===== src/rtl/uart_tx.sv =====
// rtl/uart_tx.sv - serial frame transmitter: start, data LSB first, optional parity, stop bits
module uart_tx #(
    parameter int DATA_BITS    = 8,
    parameter int PARITY       = 0,
    parameter int STOP_BITS    = 1,
    parameter int CLKS_PER_BIT = 1
) (
    input  logic                 clk,
    input  logic                 reset,
    input  logic [DATA_BITS-1:0] tx_data,
    input  logic                 tx_valid,
    output logic                 tx_ready,
    output logic                 signal,
    output logic                 busy,
    output logic                 done
);

    localparam int TIMER_W = (CLKS_PER_BIT > 1) ? $clog2(CLKS_PER_BIT) : 1;
    localparam int INDEX_W = (DATA_BITS > 1) ? $clog2(DATA_BITS) : 1;

    localparam logic [TIMER_W-1:0] TIMER_LAST = TIMER_W'(CLKS_PER_BIT - 1);
    localparam logic [INDEX_W-1:0] INDEX_LAST = INDEX_W'(DATA_BITS - 1);
    // The stop counter runs one step past the last stop bit: that extra step is
    // the edge closing the final stop cycle, where done fires and IDLE resumes.
    localparam logic [1:0]         STOP_END   = 2'(STOP_BITS);
    localparam logic               ODD_PARITY = (PARITY == 2);

    // Refuse to elaborate with parameter values the frame format cannot express
    generate
        if (DATA_BITS < 1 || DATA_BITS > 16 || PARITY < 0 || PARITY > 2 ||
            STOP_BITS < 1 || STOP_BITS > 2 || CLKS_PER_BIT < 1) begin : g_bad_params
            $error("uart_tx: illegal parameter value");
        end
    endgenerate

    typedef enum logic [2:0] {
        S_IDLE,
        S_START,
        S_DATA,
        S_PARITY,
        S_STOP
    } state_t;

    state_t               state;
    logic [TIMER_W-1:0]   timer;
    logic [INDEX_W-1:0]   bit_index;
    logic [1:0]           stop_index;
    logic [DATA_BITS-1:0] shreg;
    logic                 parity_bit;

    // Frame sequencer. Each state writes the line level for the cycle after
    // the edge, so the line trails the state by one cycle: the handshake edge
    // only arms the frame and the start bit appears on the following edge.
    always_ff @(posedge clk or posedge reset) begin
        if (reset) begin
            state      <= S_IDLE;
            timer      <= '0;
            bit_index  <= '0;
            stop_index <= '0;
            shreg      <= '0;
            parity_bit <= 1'b0;
            signal     <= 1'b0;
            busy       <= 1'b0;
            done       <= 1'b0;
            tx_ready   <= 1'b1;
        end else begin
            done <= 1'b0;
            case (state)
                S_IDLE: begin
                    signal <= 1'b0;
                    if (tx_valid && tx_ready) begin
                        // Word and its parity are captured here so later
                        // changes on tx_data cannot disturb the frame.
                        shreg      <= tx_data;
                        parity_bit <= (^tx_data) ^ ODD_PARITY;
                        timer      <= '0;
                        bit_index  <= '0;
                        stop_index <= '0;
                        busy       <= 1'b1;
                        tx_ready   <= 1'b0;
                        state      <= S_START;
                    end
                end

                S_START: begin
                    signal <= 1'b1;
                    if (timer == TIMER_LAST) begin
                        timer     <= '0;
                        bit_index <= '0;
                        state     <= S_DATA;
                    end else begin
                        timer <= timer + 1'b1;
                    end
                end

                S_DATA: begin
                    signal <= shreg[0];
                    if (timer == TIMER_LAST) begin
                        timer <= '0;
                        shreg <= shreg >> 1;
                        if (bit_index == INDEX_LAST) begin
                            stop_index <= '0;
                            state      <= (PARITY != 0) ? S_PARITY : S_STOP;
                        end else begin
                            bit_index <= bit_index + 1'b1;
                        end
                    end else begin
                        timer <= timer + 1'b1;
                    end
                end

                S_PARITY: begin
                    signal <= parity_bit;
                    if (timer == TIMER_LAST) begin
                        timer      <= '0;
                        stop_index <= '0;
                        state      <= S_STOP;
                    end else begin
                        timer <= timer + 1'b1;
                    end
                end

                S_STOP: begin
                    signal <= 1'b0;
                    if (stop_index == STOP_END) begin
                        timer      <= '0;
                        stop_index <= '0;
                        busy       <= 1'b0;
                        tx_ready   <= 1'b1;
                        done       <= 1'b1;
                        state      <= S_IDLE;
                    end else if (timer == TIMER_LAST) begin
                        timer      <= '0;
                        stop_index <= stop_index + 2'd1;
                    end else begin
                        timer <= timer + 1'b1;
                    end
                end

                default: begin
                    signal   <= 1'b0;
                    busy     <= 1'b0;
                    tx_ready <= 1'b1;
                    state    <= S_IDLE;
                end
            endcase
        end
    end

endmodule


===== config.mk =====
export PLATFORM = sky130hd
export DESIGN_NAME = uart_tx
export DESIGN_NICKNAME = d
export VERILOG_FILES = /design/src/rtl/uart_tx.sv
export SDC_FILE = /design/constraint.sdc
export NUM_CORES = 1
export LEC_CHECK = 0
export BUFFER_PORTS_ARGS = -buffer_cell sky130_fd_sc_hd__buf_2
export CAP_MARGIN = 20
export CORE_MARGIN = 4
export CORE_UTILIZATION = 47
export CTS_BUF_LIST = sky130_fd_sc_hd__clkbuf_2
export CTS_CLUSTER_SIZE = 14
export DETAILED_ROUTE_END_ITERATION = 10
export GPL_TIMING_DRIVEN = 0
export PLACE_DENSITY = 0.73
export SLEW_MARGIN = 20
export SYNTH_ARGS = -nofsm -noshare
export SYNTH_HDL_FRONTEND = slang
export SYNTH_SLANG_ARGS = --single-unit

===== constraint.sdc =====
create_clock -name clk -period 2.1 [get_ports clk]
set_input_delay 0.105 -clock clk [delete_from_list [all_inputs] [get_ports clk]]
set_output_delay 0.105 -clock clk [all_outputs]
set_load 0.005 [all_outputs]

Word-level counts from Yosys, hierarchy flattened
Index checks and enable logic that the tools add are counted.
{"block": "op_classes", "addsub": 3, "n_mul": 0, "div": 0, "magnitude_cmp": 0, "eq_ne": 14, "shifts": 0, "n_mux": 34, "bitwise": 1, "n_reduce_logical": 15}
{"operator": "$mux 3", "count": 10}
{"operator": "$mux 8", "count": 2}
{"operator": "$pmux 8 s2", "count": 1}
{"operator": "$pmux 3 s5", "count": 1}
{"operator": "$ne 2x2->1 const B", "count": 7}
{"operator": "$mux 2", "count": 6}
{"operator": "$pmux 1 s3", "count": 4}
{"operator": "$reduce_and 6->1", "count": 2}
{"operator": "$pmux 3 s3", "count": 1}
{"operator": "$mux 1", "count": 8}
{"operator": "$pmux 2 s4", "count": 1}
{"operator": "$reduce_xor 8->1", "count": 1}
{"operator": "$eq 3x2->1 const B", "count": 2}
{"operator": "$eq 3x3->1 const B", "count": 2}
{"operator": "$reduce_and 3->1", "count": 2}
{"operator": "$reduce_bool 3->1", "count": 2}
{"operator": "$reduce_and 5->1", "count": 1}
{"operator": "$reduce_and 2->1", "count": 2}
{"operator": "$reduce_bool 4->1", "count": 1}
{"operator": "$add 3x1->3 const B", "count": 1}
{"operator": "$eq 3x1->1 const B", "count": 1}
{"operator": "$logic_not 3->1", "count": 1}
{"operator": "$ne 3x3->1 const B", "count": 1}
{"operator": "$reduce_or 3->1", "count": 1}
{"operator": "other kinds (6)", "count": 6}
{"block": "word_totals", "regBits": 22, "latchBits": 0, "mem_bits_rw": 0, "mem_bits_ro": 0, "in_bits": 11, "out_inout_bits": 4, "elab_cells": 77, "memories": 0}

Longest topological paths before layout
{"block": "logic_depth", "word_depth": 4, "mapped_depth": 6, "depth_no_buf": 6}

Worst setup path before layout
No wires, ideal clock.
{"block": "synth_timing", "kind": "flip-flop to flip-flop", "from": "reg bit_index[0]", "to": "reg bit_index[0]", "setup_ns": 0.125, "arrival_time_ns": 1.468, "required_time_ns": 1.975, "slack_ns": 0.507, "path_stages_with_launch": 7, "n_path_buf": 0, "synth_period_minus_slack_ns": 1.593, "path_cell_list": "dfrtp_1 ha_1 ha_1 nor2_1 nand2_1 a21oi_2 mux2_2"}
{"block": "synth_via", "elab_chain_cells": 4, "elab_cells_between_ends": 7, "cone_classes": "1 x add/sub; 2 x eq/ne; 3 x mux; 1 x reduce/logical"}
{"item": "start, declared", "line": "46", "rtl": "logic [INDEX_W-1:0] bit_index;"}
{"item": "start signal, assigned", "line": "105", "rtl": "bit_index <= bit_index + 1'b1;"}
{"item": "$add 3x1->3", "line": "105"}
{"item": "$mux 3", "line": "101", "rtl": "if (bit_index == INDEX_LAST) begin"}
{"item": "$mux 3", "line": "98", "rtl": "if (timer == TIMER_LAST) begin"}
{"item": "$pmux 3 s3", "line": "68", "rtl": "case (state)"}
Several ways; a longest one is shown, not always the timed one. The select of a mux whose other input is x is not followed.
A chain may end at the register's enable or synchronous reset.

Worst setup path after layout
Same ends and word-level chain as after synthesis.

==> results.sh <==
export IMPL_outcome="completed"
export IMPL_post_route_period_util_pct=81.2
export IMPL_worstReg2RegStart="bit_index[0]"
export IMPL_yosysMostFrequentCell="dfrtp_1"
export IMPL_place_gp_congestion=0.758
export IMPL_die_w_um=55.2
export IMPL_synthesis_area_um2=1050
export IMPL_final_area_um2=1180
export IMPL_worstSetupEndpoint="bit_index[0]"
export IMPL_clock_fmax_ghz=0.587
export IMPL_first_pass_iters=4
export IMPL_synth_cells=102
export IMPL_worstPathRequired_ns=2.33
export IMPL_vias_per_cell=5.17
export IMPL_reg2reg_to="bit_index[0]"
export IMPL_synth_area_leaders="dfrtp_1, mux2i_1, xnor2_1"
export IMPL_powerDensity_nw_per_um2=527
export IMPL_area_growth_syn_to_layout_pct=12.8
export IMPL_ys_ff_latch=21
export IMPL_power_mw=0.622
export IMPL_crit_fanout=3
export IMPL_rsz0062_at_grt="false"
export IMPL_reg2reg_depth=6
export IMPL_num_vias=765
export IMPL_overflow=0
export IMPL_post_synth_num_cell_types=27
export IMPL_buffer_ports_inserted=14
export IMPL_routed_wl_um=1770
export IMPL_dpl_hpwl_um=1320
export IMPL_grt_pass1_vias=777
export IMPL_grt_pass1_wl_um=3380
export IMPL_nets=135
export IMPL_path_clk_slew_ns=0.19
export IMPL_ant_nets=0
export IMPL_start_util_pct=51.3
export IMPL_die_h_um=55.2
export IMPL_finalHoldViolCount=0
export IMPL_crit_chain="ha_1 > ha_1 > nor2_1 > nand2_1 > a21oi_2 > mux2_2"
export IMPL_synth_edff_count=0
export IMPL_htree_levels=1
export IMPL_r2r_slack_ns=0.40
export IMPL_synth_common_cells="dfrtp_1, nand2_1, mux2i_1, o21ai_1"
export IMPL_fin_skew_ns=0.0111
export IMPL_synth_nets=115
export IMPL_crit_start="bit_index[0]"
export IMPL_drtIter0Drc=15
export IMPL_start_kind="flop"
export IMPL_leakagePower_nw=0.552
export IMPL_yosysWarnings=0
export IMPL_cts_tree="done"
export IMPL_die_area_um2=3050
export IMPL_crit_arrival_ns=1.94
export IMPL_synth_seq_area_share_pct=50.3
export IMPL_cp_end_kind="flop"
export IMPL_ctsResizeCount=0
export IMPL_avgRoutedWirePerCell_um=11.9
export IMPL_final_layout_size_suffix_gt1_share_pct=23.1
export IMPL_yosysTopAreaCell="dfrtp_1"
export IMPL_core_um2=2040
export IMPL_cts_sinks=21
export IMPL_antenna_found_initial=0
export IMPL_hold_depth=3
export IMPL_drv_cap=0
export IMPL_max_stage_delay_ns=0.44
export IMPL_cts_made_buffers=3
export IMPL_clockBufferDepth=2
export IMPL_path_class="reg -> reg"
export IMPL_postCtsSetupBuffers=0
export IMPL_tightest_slew_ns=0.778
export IMPL_grt_max_degree=22
export IMPL_synth_avg_cell_area_um2=10.3
export IMPL_rows=16
export IMPL_cts_root_buf="clkbuf_2"
export IMPL_nFillCells=194
export IMPL_antenna_cells=0
export IMPL_drc_errors=0
export IMPL_crit_top_cell="ha_1"
export IMPL_critPathSlowestCell="dfrtp_1"
export IMPL_grt_usage_pct=13.5
export IMPL_synth_async_sr_flop_share_pct=100
export IMPL_finalSetupViolCount=0
export IMPL_synth_ff_type="dfrtp_1"
export IMPL_placed_cell_area_um2=1150
export IMPL_clkLatencyLatePin_ns=0.31
export IMPL_fin_crit_ns=1.70
export IMPL_fin_tns_setup_ns=0
export IMPL_io_pins=15
export IMPL_slew_violations=0
export IMPL_synth_top_area_share_pct=47.8
export IMPL_hold_path_class="in -> reg"
export IMPL_peakVddDrop_mv=0.343
export IMPL_max_slew_margin_rel_pct=48.1
==> worst max-delay path, delay by kind of cell (launching register included) <==
family | cells | cell delay [ns]
fa+ha+maj | 2 | 0.37
simple gates | 2 | 0.22
mux | 1 | 0.36
flops | 1 | 0.44
compound gates | 1 | 0.24
==> report_power, final <==
group | internal, mW | switching [mW]
Sequential | 0.405 | 0
Combinational | 0.0249 | 0.0245
Clock | 0.0505 | 0.117
Total | 0.480 | 0.142
==> state kept, by name, summed over array words and instances, names as in the netlist <==
signal	flops
shreg	8
state	3
stop_index	2
signal	1
busy	1
parity_bit	1
tx_ready	1
bit_index	3
done	1
==> layout make-up <==
cell class | instances | area [µm²] | share of cell area (%)
flip-flops and latches | 21 | 527 | 44.6
multi-input cells | 71 | 465 | 39.4
repair buffers | 15 | 80.1 | 6.78
well taps | 27 | 33.8 | 2.86
plain buffers | 4 | 32.5 | 2.75
inverters | 6 | 22.5 | 1.91
clock buffers | 4 | 20.0 | 1.69
==> placed cells by master (no fill, tap or decap), types with 2 or more instances in the layout <==
cell type	Yosys	final
clkbuf_2	0	4
dfrtp_1	20	20
ha_1	2	2
o21ai_0	4	4
xnor2_1	7	7
nor2_1	7	7
o21a_1	2	2
a21oi_1	5	5
buf_2	2	16
mux2i_1	10	10
nand2_1	14	14
buf_6	2	2
o21ai_1	8	8
inv_1	5	5
==> worst min-delay path by stage <==
stage / startpoint / endpoint / slack, ns
floorplan: reset / bit_index[0] / 0.08
global placement: reset / shreg[2] / 0.29
detailed placement: reset / shreg[4] / 0.29
CTS: tx_data[7] / shreg[7] / 0.03
global route: tx_data[0] / shreg[0] / 0.06
finish: tx_data[7] / shreg[7] / 0.04
==> per-layer routing <==
metal | vias up | part of all wire, % | track usage (%)
li1 | 383 | - | -
met1 | 364 | 49 | 18.5
met2 | 14 | 46 | 20.3
met3 | 4 | 3.7 | 2.33
met4 | 0 | 1.8 | 7.29
met5 | - | 0 | 0
==> through the flow <==
step / utilization [%] / hold WS [ns] / cells / setup WS, ns
2_1_floorplan: - / 0.0808 / 102 / 0.507
3_3_place_gp: 56.4 / 0.288 / 143 / 0.422
3_5_place_dp: 56.4 / 0.289 / 143 / 0.407
4_1_cts: 57.8 / 0.0276 / 148 / 0.384
5_1_grt: 57.8 / 0.0638 / 148 / 0.261
6_report: 57.8 / 0.0370 / 148 / 0.395
==> logic make-up after synthesis <==
| logic type | Yosys count | synth area share, % |
|---|---|---|
| XOR/XNOR | 7 | 5.85 |
| AND/OR/NAND/NOR | 28 | 12.9 |
| flip-flops | 21 | 50.3 |
| buffers and inverters | 10 | 5.26 |
| adder cells (fa/ha/maj) | 2 | 2.39 |
| multiplexers | 11 | 10.6 |
| AO/OA/AOI/OAI | 23 | 12.7 |
==> repair_timing <==
action / 4_1_cts / 5_1_grt
endpoints found under the setup margin: 0 / 0
hold endpoints to repair: 20 / 0
hold buffers: 1 / 0
Power figures use the tool's default switching activity.
